$ cat src/rtl/vending_pkg.sv
// vending_pkg: shared amount/coin types and state encodings for the vending controller
package vending_pkg;
  localparam int AMT_W = 4;
  typedef logic [AMT_W-1:0] amt_t;
  typedef enum logic {COIN_HALF = 1'b0, COIN_ONE = 1'b1} coin_t;
  typedef enum logic [3:0] {
    V_IDLE   = 4'b0001,
    V_CREDIT = 4'b0010,
    V_VEND   = 4'b0100,
    V_CHANGE = 4'b1000
  } vend_state_t;
  typedef enum logic [6:0] {
    S_IDLE  = 7'b0000001,
    S_SEL   = 7'b0000010,
    S_EJECT = 7'b0000100,
    S_WAIT  = 7'b0001000,
    S_GAP   = 7'b0010000,
    S_DONE  = 7'b0100000,
    S_FAULT = 7'b1000000
  } disp_state_t;
  function automatic amt_t coin_value(coin_t c);
    return (c == COIN_ONE) ? amt_t'(2) : amt_t'(1);
  endfunction
endpackage

$ cat src/rtl/dispense_timer.sv
// dispense_timer: up-counter with synchronous clear; expired while count equals last
// ports: clk, rst_n (async active-low), clear, enable, last (terminal count), expired
module dispense_timer #(
  parameter int TIMEOUT = 16,
  localparam int W = $clog2(TIMEOUT)
) (
  input  logic         clk,
  input  logic         rst_n,
  input  logic         clear,
  input  logic         enable,
  input  logic [W-1:0] last,
  output logic         expired
);
  logic [W-1:0] count_q, count_d;
  always_comb count_d = clear ? '0 : enable ? count_q + 1'b1 : count_q;
  always_ff @(posedge clk or negedge rst_n)
    if (!rst_n) count_q <= '0;
    else count_q <= count_d;
  assign expired = count_q == last;
endmodule

$ cat src/rtl/change_dispenser.sv
// change_dispenser: pays out an amount in half-yuan units one coin at a time with ack/retry
// ports: sys_clk, sys_rst_n (async active-low); req/req_amt request; one_empty/half_empty hopper levels;
//        sense_one/sense_half coin-exit pulses; clr_fault; eject_one/eject_half pulses; busy, done, fault, PRemain
module change_dispenser
  import vending_pkg::*;
#(
  parameter int TIMEOUT   = 16,
  parameter int GAP_CYC   = 4,
  parameter int MAX_RETRY = 2
) (
  input  logic             sys_clk,
  input  logic             sys_rst_n,
  input  logic             req,
  input  logic [AMT_W-1:0] req_amt,
  input  logic             one_empty,
  input  logic             half_empty,
  input  logic             sense_one,
  input  logic             sense_half,
  input  logic             clr_fault,
  output logic             eject_one,
  output logic             eject_half,
  output logic             busy,
  output logic             done,
  output logic             fault,
  output logic [AMT_W-1:0] PRemain
);
  localparam int TW = $clog2(TIMEOUT);
  localparam int RW = $clog2(MAX_RETRY + 1);
  disp_state_t state_q, state_d;
  coin_t coin_q, coin_d;
  amt_t premain_q, premain_d;
  logic [RW-1:0] retry_q, retry_d;
  logic eject_one_q, eject_one_d, eject_half_q, eject_half_d;
  logic busy_q, busy_d, done_q, done_d, fault_q, fault_d;
  logic tmr_clear, tmr_en, tmr_expired, sense_match, sense_miss;
  logic [TW-1:0] tmr_last;
  assign sense_match = (coin_q == COIN_ONE) ? sense_one : sense_half;
  assign sense_miss  = (coin_q == COIN_ONE) ? sense_half : sense_one;
  // The count runs across EJECT and WAIT_ACK so a re-pulse lands exactly TIMEOUT cycles after the last one.
  assign tmr_clear = (state_d != state_q) && (state_q != S_EJECT);
  assign tmr_en    = state_q inside {S_EJECT, S_WAIT, S_GAP};
  assign tmr_last  = (state_q == S_GAP) ? TW'(GAP_CYC - 1) : TW'(TIMEOUT - 1);
  dispense_timer #(.TIMEOUT(TIMEOUT)) u_timer (
    .clk    (sys_clk),
    .rst_n  (sys_rst_n),
    .clear  (tmr_clear),
    .enable (tmr_en),
    .last   (tmr_last),
    .expired(tmr_expired)
  );
  always_ff @(posedge sys_clk or negedge sys_rst_n)
    if (!sys_rst_n) begin
      state_q      <= S_IDLE;
      coin_q       <= COIN_HALF;
      premain_q    <= '0;
      retry_q      <= '0;
      eject_one_q  <= 1'b0;
      eject_half_q <= 1'b0;
      busy_q       <= 1'b0;
      done_q       <= 1'b0;
      fault_q      <= 1'b0;
    end else begin
      state_q      <= state_d;
      coin_q       <= coin_d;
      premain_q    <= premain_d;
      retry_q      <= retry_d;
      eject_one_q  <= eject_one_d;
      eject_half_q <= eject_half_d;
      busy_q       <= busy_d;
      done_q       <= done_d;
      fault_q      <= fault_d;
    end
  always_comb begin
    state_d   = state_q;
    coin_d    = coin_q;
    premain_d = premain_q;
    retry_d   = retry_q;
    case (state_q)
      S_IDLE: if (req) begin
        premain_d = req_amt;
        state_d   = (req_amt == '0) ? S_DONE : S_SEL;
      end
      S_SEL: begin
        coin_d  = (premain_q >= amt_t'(2) && !one_empty) ? COIN_ONE : COIN_HALF;
        state_d = ((premain_q >= amt_t'(2) && !one_empty) || (premain_q != '0 && !half_empty)) ? S_EJECT : S_FAULT;
      end
      S_EJECT: state_d = S_WAIT;
      // A wrong-type sense wins over a simultaneous matching one: the hopper routing is suspect.
      S_WAIT: if (sense_miss) state_d = S_FAULT;
      else if (sense_match) begin
        premain_d = premain_q - coin_value(coin_q);
        retry_d   = '0;
        state_d   = (premain_d == '0) ? S_DONE : S_GAP;
      end else if (tmr_expired) begin
        retry_d = retry_q + 1'b1;
        state_d = (retry_d == RW'(MAX_RETRY)) ? S_FAULT : S_EJECT;
      end
      S_GAP: if (tmr_expired) state_d = S_SEL;
      S_DONE: begin
        premain_d = '0;
        state_d   = S_IDLE;
      end
      S_FAULT: if (clr_fault) begin
        premain_d = '0;
        retry_d   = '0;
        state_d   = S_IDLE;
      end
      default: state_d = S_IDLE;
    endcase
  end
  always_comb begin
    eject_one_d  = (state_d == S_EJECT) && (coin_d == COIN_ONE);
    eject_half_d = (state_d == S_EJECT) && (coin_d == COIN_HALF);
    busy_d       = state_d != S_IDLE;
    done_d       = state_d == S_DONE;
    fault_d      = state_d == S_FAULT;
  end
  assign eject_one  = eject_one_q;
  assign eject_half = eject_half_q;
  assign busy       = busy_q;
  assign done       = done_q;
  assign fault      = fault_q;
  assign PRemain    = premain_q;
endmodule

$ cat config.mk
export PLATFORM = sky130hd
export DESIGN_NAME = change_dispenser
export DESIGN_NICKNAME = d
export VERILOG_FILES = /design/src/rtl/vending_pkg.sv /design/src/rtl/dispense_timer.sv /design/src/rtl/change_dispenser.sv
export SDC_FILE = /design/constraint.sdc
export NUM_CORES = 1
export LEC_CHECK = 0
export BUFFER_PORTS_ARGS = -buffer_cell sky130_fd_sc_hd__buf_4
export CAP_MARGIN = 20
export CORE_MARGIN = 2
export CORE_UTILIZATION = 55
export DETAILED_ROUTE_END_ITERATION = 12
export GPL_ROUTABILITY_DRIVEN = 0
export GPL_TIMING_DRIVEN = 0
export PLACE_DENSITY = 0.77
export SYNTH_ARGS = -nofsm -noshare
export SYNTH_HDL_FRONTEND = slang
export SYNTH_SLANG_ARGS = --single-unit
$ cat constraint.sdc
create_clock -name sys_clk -period 5.2 [get_ports sys_clk]
set_clock_uncertainty 0.1 [all_clocks]
set_input_delay 0.26 -clock sys_clk [delete_from_list [all_inputs] [get_ports sys_clk]]
set_output_delay 0.26 -clock sys_clk [all_outputs]
set_load 0.005 [all_outputs]
== After elaboration in Yosys (flattened, before gate mapping) ==
Index checks and enable logic that the tools add are counted.
Cells by class
  reductions and logical operators: 17
  shifts and indexed selects: 0
  bitwise operators: 1
  $mul: 0
  equal/unequal tests: 20
  $lt $le $gt $ge: 1
  div/mod/pow operators: 0
  $add $sub $neg: 3
  multiplexer cells: 29
Operator list (count)
  $mux W7: 8
  $pmux W7 S6: 1
  $mux W4: 7
  $pmux W4 S4: 1
  $eq A7 B3 Y1 const B: 2
  $eq A7 B6 Y1 const B: 2
  $eq A7 B7 Y1 const B: 2
  $mux W6: 2
  $mux W2: 5
  $logic_not A4 Y1: 2
  $ne A2 B2 Y1 const B: 4
  $reduce_bool A4 Y1: 2
  $eq A7 B1 Y1 const B: 1
  $eq A7 B2 Y1 const B: 1
  $eq A7 B4 Y1 const B: 1
  $eq A7 B5 Y1 const B: 1
  $ne A7 B1 Y1 const B: 1
  $ne A7 B3 Y1 const B: 1
  $ne A7 B7 Y1: 1
  $logic_and A1 B1 Y1: 5
  $reduce_and A5 Y1: 1
  $add A4 B1 Y4 const B: 1
  $eq A4 B4 Y1: 1
  $ge A4 B2 Y1 const B: 1
  12 further kinds: 17
Storage, ports and cells
  memories: 0
  output and inout bits: 9
  logic and storage cells: 81
  bits in read-only memories: 0
  memory bits (writable): 0
  input port bits: 12
  bits in latches: 0
  bits in registers: 23

== Longest topological paths before layout ==
  depth after elaboration: 10
  depth in mapped cells: 7
  depth with buffers taken out: 7

== Hierarchy ==
A second synthesis with hierarchy kept.
Second synthesis, totals
  cell total of the unflattened synthesis: 164
  area, all modules: 1539.0 um2
Modules (own cells, without submodules)
  change_dispenser: instances 1, cells an instance 143, area each 1305.0 um2, sequential area each 476.7 um2
  dispense_timer: instances 1, cells an instance 21, area each 234.0 um2, sequential area each 100.1 um2

== Worst setup path before layout ==
OpenSTA, ideal clock, no wires.
  path kind: flip-flop to flip-flop
  start: register state_q[0]
  end: register premain_q[2], in the netlist PRemain[2]
  data arrival time: 1.796 ns
  clock period less this slack: 2.035 ns
  path slack: 3.165 ns
  cell stages (with the launch flop): 7
  path buffers: 1
  data required time: 4.961 ns
  setup time: 0.139 ns
  cell sequence: dfstp_2 buf_2 or3b_2 a211oi_2 a21oi_2 a21oi_1 a31oi_1
Between the ends
  longest elaborated chain between the ends: 3
  elaborated cells on any way between the ends: 11
  classes of those cells: 8 x eq/ne; 1 x mux; 2 x reduce/logical
Ends and longest elaborated chain
  start, declared: RTL line change_dispenser.sv:29  | disp_state_t state_q, state_d;
  start signal, assigned: RTL line change_dispenser.sv:63  | state_q <= state_d;
  $eq A7 B4 Y1, or another cell as far along: RTL line change_dispenser.sv:78  | case (state_q)
  $reduce_bool A4 Y1 (no source line) / $ne A2 B2 Y1 (equally long branches)
  $reduce_and A5 Y1 (no source line)
  end signal, assigned: RTL line change_dispenser.sv:65  | premain_q <= premain_d;
  end, declared: RTL line change_dispenser.sv:31  | amt_t premain_q, premain_d;
Several ways; a longest one is shown, not always the timed one.
A chain may end at the register's enable or synchronous reset.

== Final worst setup path ==
Same ends and word-level chain as after synthesis.

==> metrics.yaml <==
floorplanning:
  die_h_um: 56.7
  ios: 21
  initial_core_util_pct: 56.5
  core_sq_mm: 0.00271
  fp-row-count: 19
  die_w_um: 56.7
  die-area_sq_mm: 0.00322
layout:
  layout-area-overhead-vs-synth_pct: 14.8
  num_antenna_cells: 0
  fin_nets: 206
  final_cell_mix: "dfrtp_1, buf_4, nor2_1"
  multiInputGateArea_sq_um: 862
  mostFrequentLayoutCell: "dfrtp_1"
  regArea_sq_um: 577
  layout-drive-gt1-share_pct: 22.3
  fillers: 231
cts:
  cts_htree_levels: 1
  cts_tree: "built"
  clockRootBuffer: "clkbuf_4"
  cts_buffers: 3
  cts-resized-gates: 0
  cts_setup_buffers: 0
  clkSlewWorstSetupHoldPaths_ns: 0.14
  cts_sinks: 23
  clock_latency_ns: 0.32
  clockBufferDepth: 2
worst_setup_path:
  setup.worst_path.start: "state_q[0]"
  critical_path_class: "reg -> reg"
  cp_slowest_cell: "dfstp_2"
  path_cells: "buf_2 -> or3b_2 -> a211oi_2 -> a21oi_2 -> a21oi_1 -> a31oi_1"
  start_kind: "flip-flop"
  r2r-end: "PRemain[2]"
  reg2reg_depth: 6
  worstPathMaxFanout: 10
  cpPeakStageDelay_ns: 0.59
  end_kind: "flip-flop"
  cp_data_arrival_time_ns: 2.36
  cp.required_ns: 5.29
  reg2reg_from: "state_q[0]"
  r2r_slack_ns: 2.92
yosys:
  synth_area_per_cell_sq_um: 9.39
  yosys_warnings: 0
  syn_area_sq_mm: 0.00153
  ys.flop_type: "dfrtp_1"
  synth_top_family_by_area: "simple AND/OR/NAND/NOR gates"
  yosysSeqAreaShare_pct: 37.7
  synth_area_leaders: "dfrtp_1, ha_1, a21oi_1, o21ai_0, nor2_1"
  yosysTopAreaCell: "dfrtp_1"
  synthMuxAreaShare_pct: 2.04
  synthSimpleGateAreaFrac_pct: 24.9
  async_flop_share_pct: 100
  yosysUniqueCellTypes: 55
  synth-seq-cells: 23
  synthAdderAreaFrac_pct: 4.58
  synth_nets: 180
  synth_compound_area_share_pct: 21.9
  synth_edf_count: 0
  synth.top_cell.area_share_pct: 36.0
  synth_cells: 163
  yosys.area_share.xor_xnor_pct: 2.86
detailed_routing:
  routed_wl_mm: 3.52
  drt_iter0_drc: 32
  num_vias: 1349
  detail-route-antenna-nets: 0
  wire_per_inst_um: 16.1
  drc_errors: 0
  via_per_inst: 6.16
  dr.pass1.iters: 4
timing:
  max_freq_mhz: 439
  setup-violations-final: 0
  drv_slew: 0
  setup_ws_ns: 2.92
  post-route-period-util_pct: 43.8
  rsz0062_at_grt: "false"
  holdWs_ns: 0.0430
  min_period_ns: 2.28
  tns_ns: 0
  hold_viol_final: 0
  maxSlewHeadroom_pct: 62.4
  worst_pin_slew_ns: 0.559
run_status:
  outcome: "completed"
power:
  leakagePower_nw: 0.772
  powerDensity_mw_per_mm2: 428
  irDropWorstVdd_mv: 0.300
placed_design:
  dp_hpwl_mm: 2.77
  port-buffer-count: 20
  pre_cts_slack_ns: 2.97
global_routing:
  grt_overflow: 0
  grt_max_degree: 24
  antenna_found_initial: 0
  grt_use_total_pct: 23.6
  grt_pass1_wl_mm: 5.93
  grt_pass1_vias: 1306
min_path:
  min_from: "one_empty"
  holdPathEnd: "coin_q"
  holdPathStages: 2
  hp-class: "in -> reg"
job:
  cap_violations: 0
==> sequential cells by signal, summed over array words and instances, names as in the netlist, 2 cells and up <==
name             cells
PRemain              4
u_timer.count_q      4
state_q              7
retry_q              2
==> cell type report <==
type                    instances  area share [%]
plain buffers                   8            3.28
repair buffers                 21            9.12
multi-input cells             123            49.1
inverters                       9            1.92
well taps                      31            2.21
clock inverters                 1           0.285
clock buffers                   3            1.28
flip-flops and latches         23            32.8
==> worst max path at each step <==
stage,end,slack (ns)
CTS,PRemain[2],2.93
global placement,PRemain[2],2.99
floorplan,PRemain[2],3.17
global route,PRemain[3],2.70
finish,PRemain[2],2.92
detailed placement,PRemain[3],2.97
==> cell usage after synthesis, types with 2 or more instances <==
cell and number:
dfrtp_1 22, nor2_1 12, a21oi_1 9, inv_1 9, nand2_1 9, o21ai_0 9
nand3_1 6, o211ai_1 6, nor3_1 5, buf_2 4, ha_1 4, nor2b_1 4
o21a_1 4, buf_6 3, nand2b_1 3, nor4_1 3, or3b_2 3, xnor2_1 3
and3_1 2, and4_1 2, mux2i_1 2, nor3b_1 2, o2111ai_1 2, o221ai_1 2
o2bb2ai_1 2, xor2_1 2
==> what timing repair did <==
item / in CTS / in global routing
hold buffers: 1 / 0
endpoints found under the hold margin: 23 / 0
endpoints found under the setup margin: 0 / 0
==> critical path: cells and delay by family (launching register included) <==
| kind | cells | cell delay (ns) |
|---|---|---|
| DFF | 1 | 0.59 |
| and+or+nand+nor | 1 | 0.48 |
| buffers and inverters | 1 | 0.21 |
| AOI/OAI and AO/OA | 4 | 0.75 |
==> power breakdown <==
part           switching (W)  internal [W]
registers          0.0000418      0.000222
logic               0.000221      0.000182
clock network      0.0000572     0.0000288
total               0.000320      0.000433
==> cell families (layout without fill, tap and decap cells) <==
logic type / after synthesis / in the layout
and+or+nand+nor: 62 / 62
AOI/OAI and AO/OA: 48 / 48
DFF: 23 / 23
buffers and inverters: 17 / 42
adders and majority gates: 5 / 5
xor gates and xnor gates: 5 / 5
muxes: 3 / 3
==> layer usage <==
metal / vias to the layer above / routed length, um / global-route usage (%)
met5: - / 0 / 0
met4: 0 / 40 / 6.31
met3: 4 / 145 / 2.30
met2: 37 / 1760 / 40.0
met1: 652 / 1570 / 32.3
li1: 656 / - / -
==> metrics by stage <==
step	cell area, sq um	cells	power, W	utilization, %
floorplan	1530	163	0.000545	-
global placement	1720	214	0.000650	63.4
detailed placement	1720	214	0.000668	63.4
CTS	1760	219	0.000754	64.8
global route	1760	219	0.000811	64.8
finish	1760	219	0.000752	64.8
No activity file was read; power rests on OpenSTA's default activity.
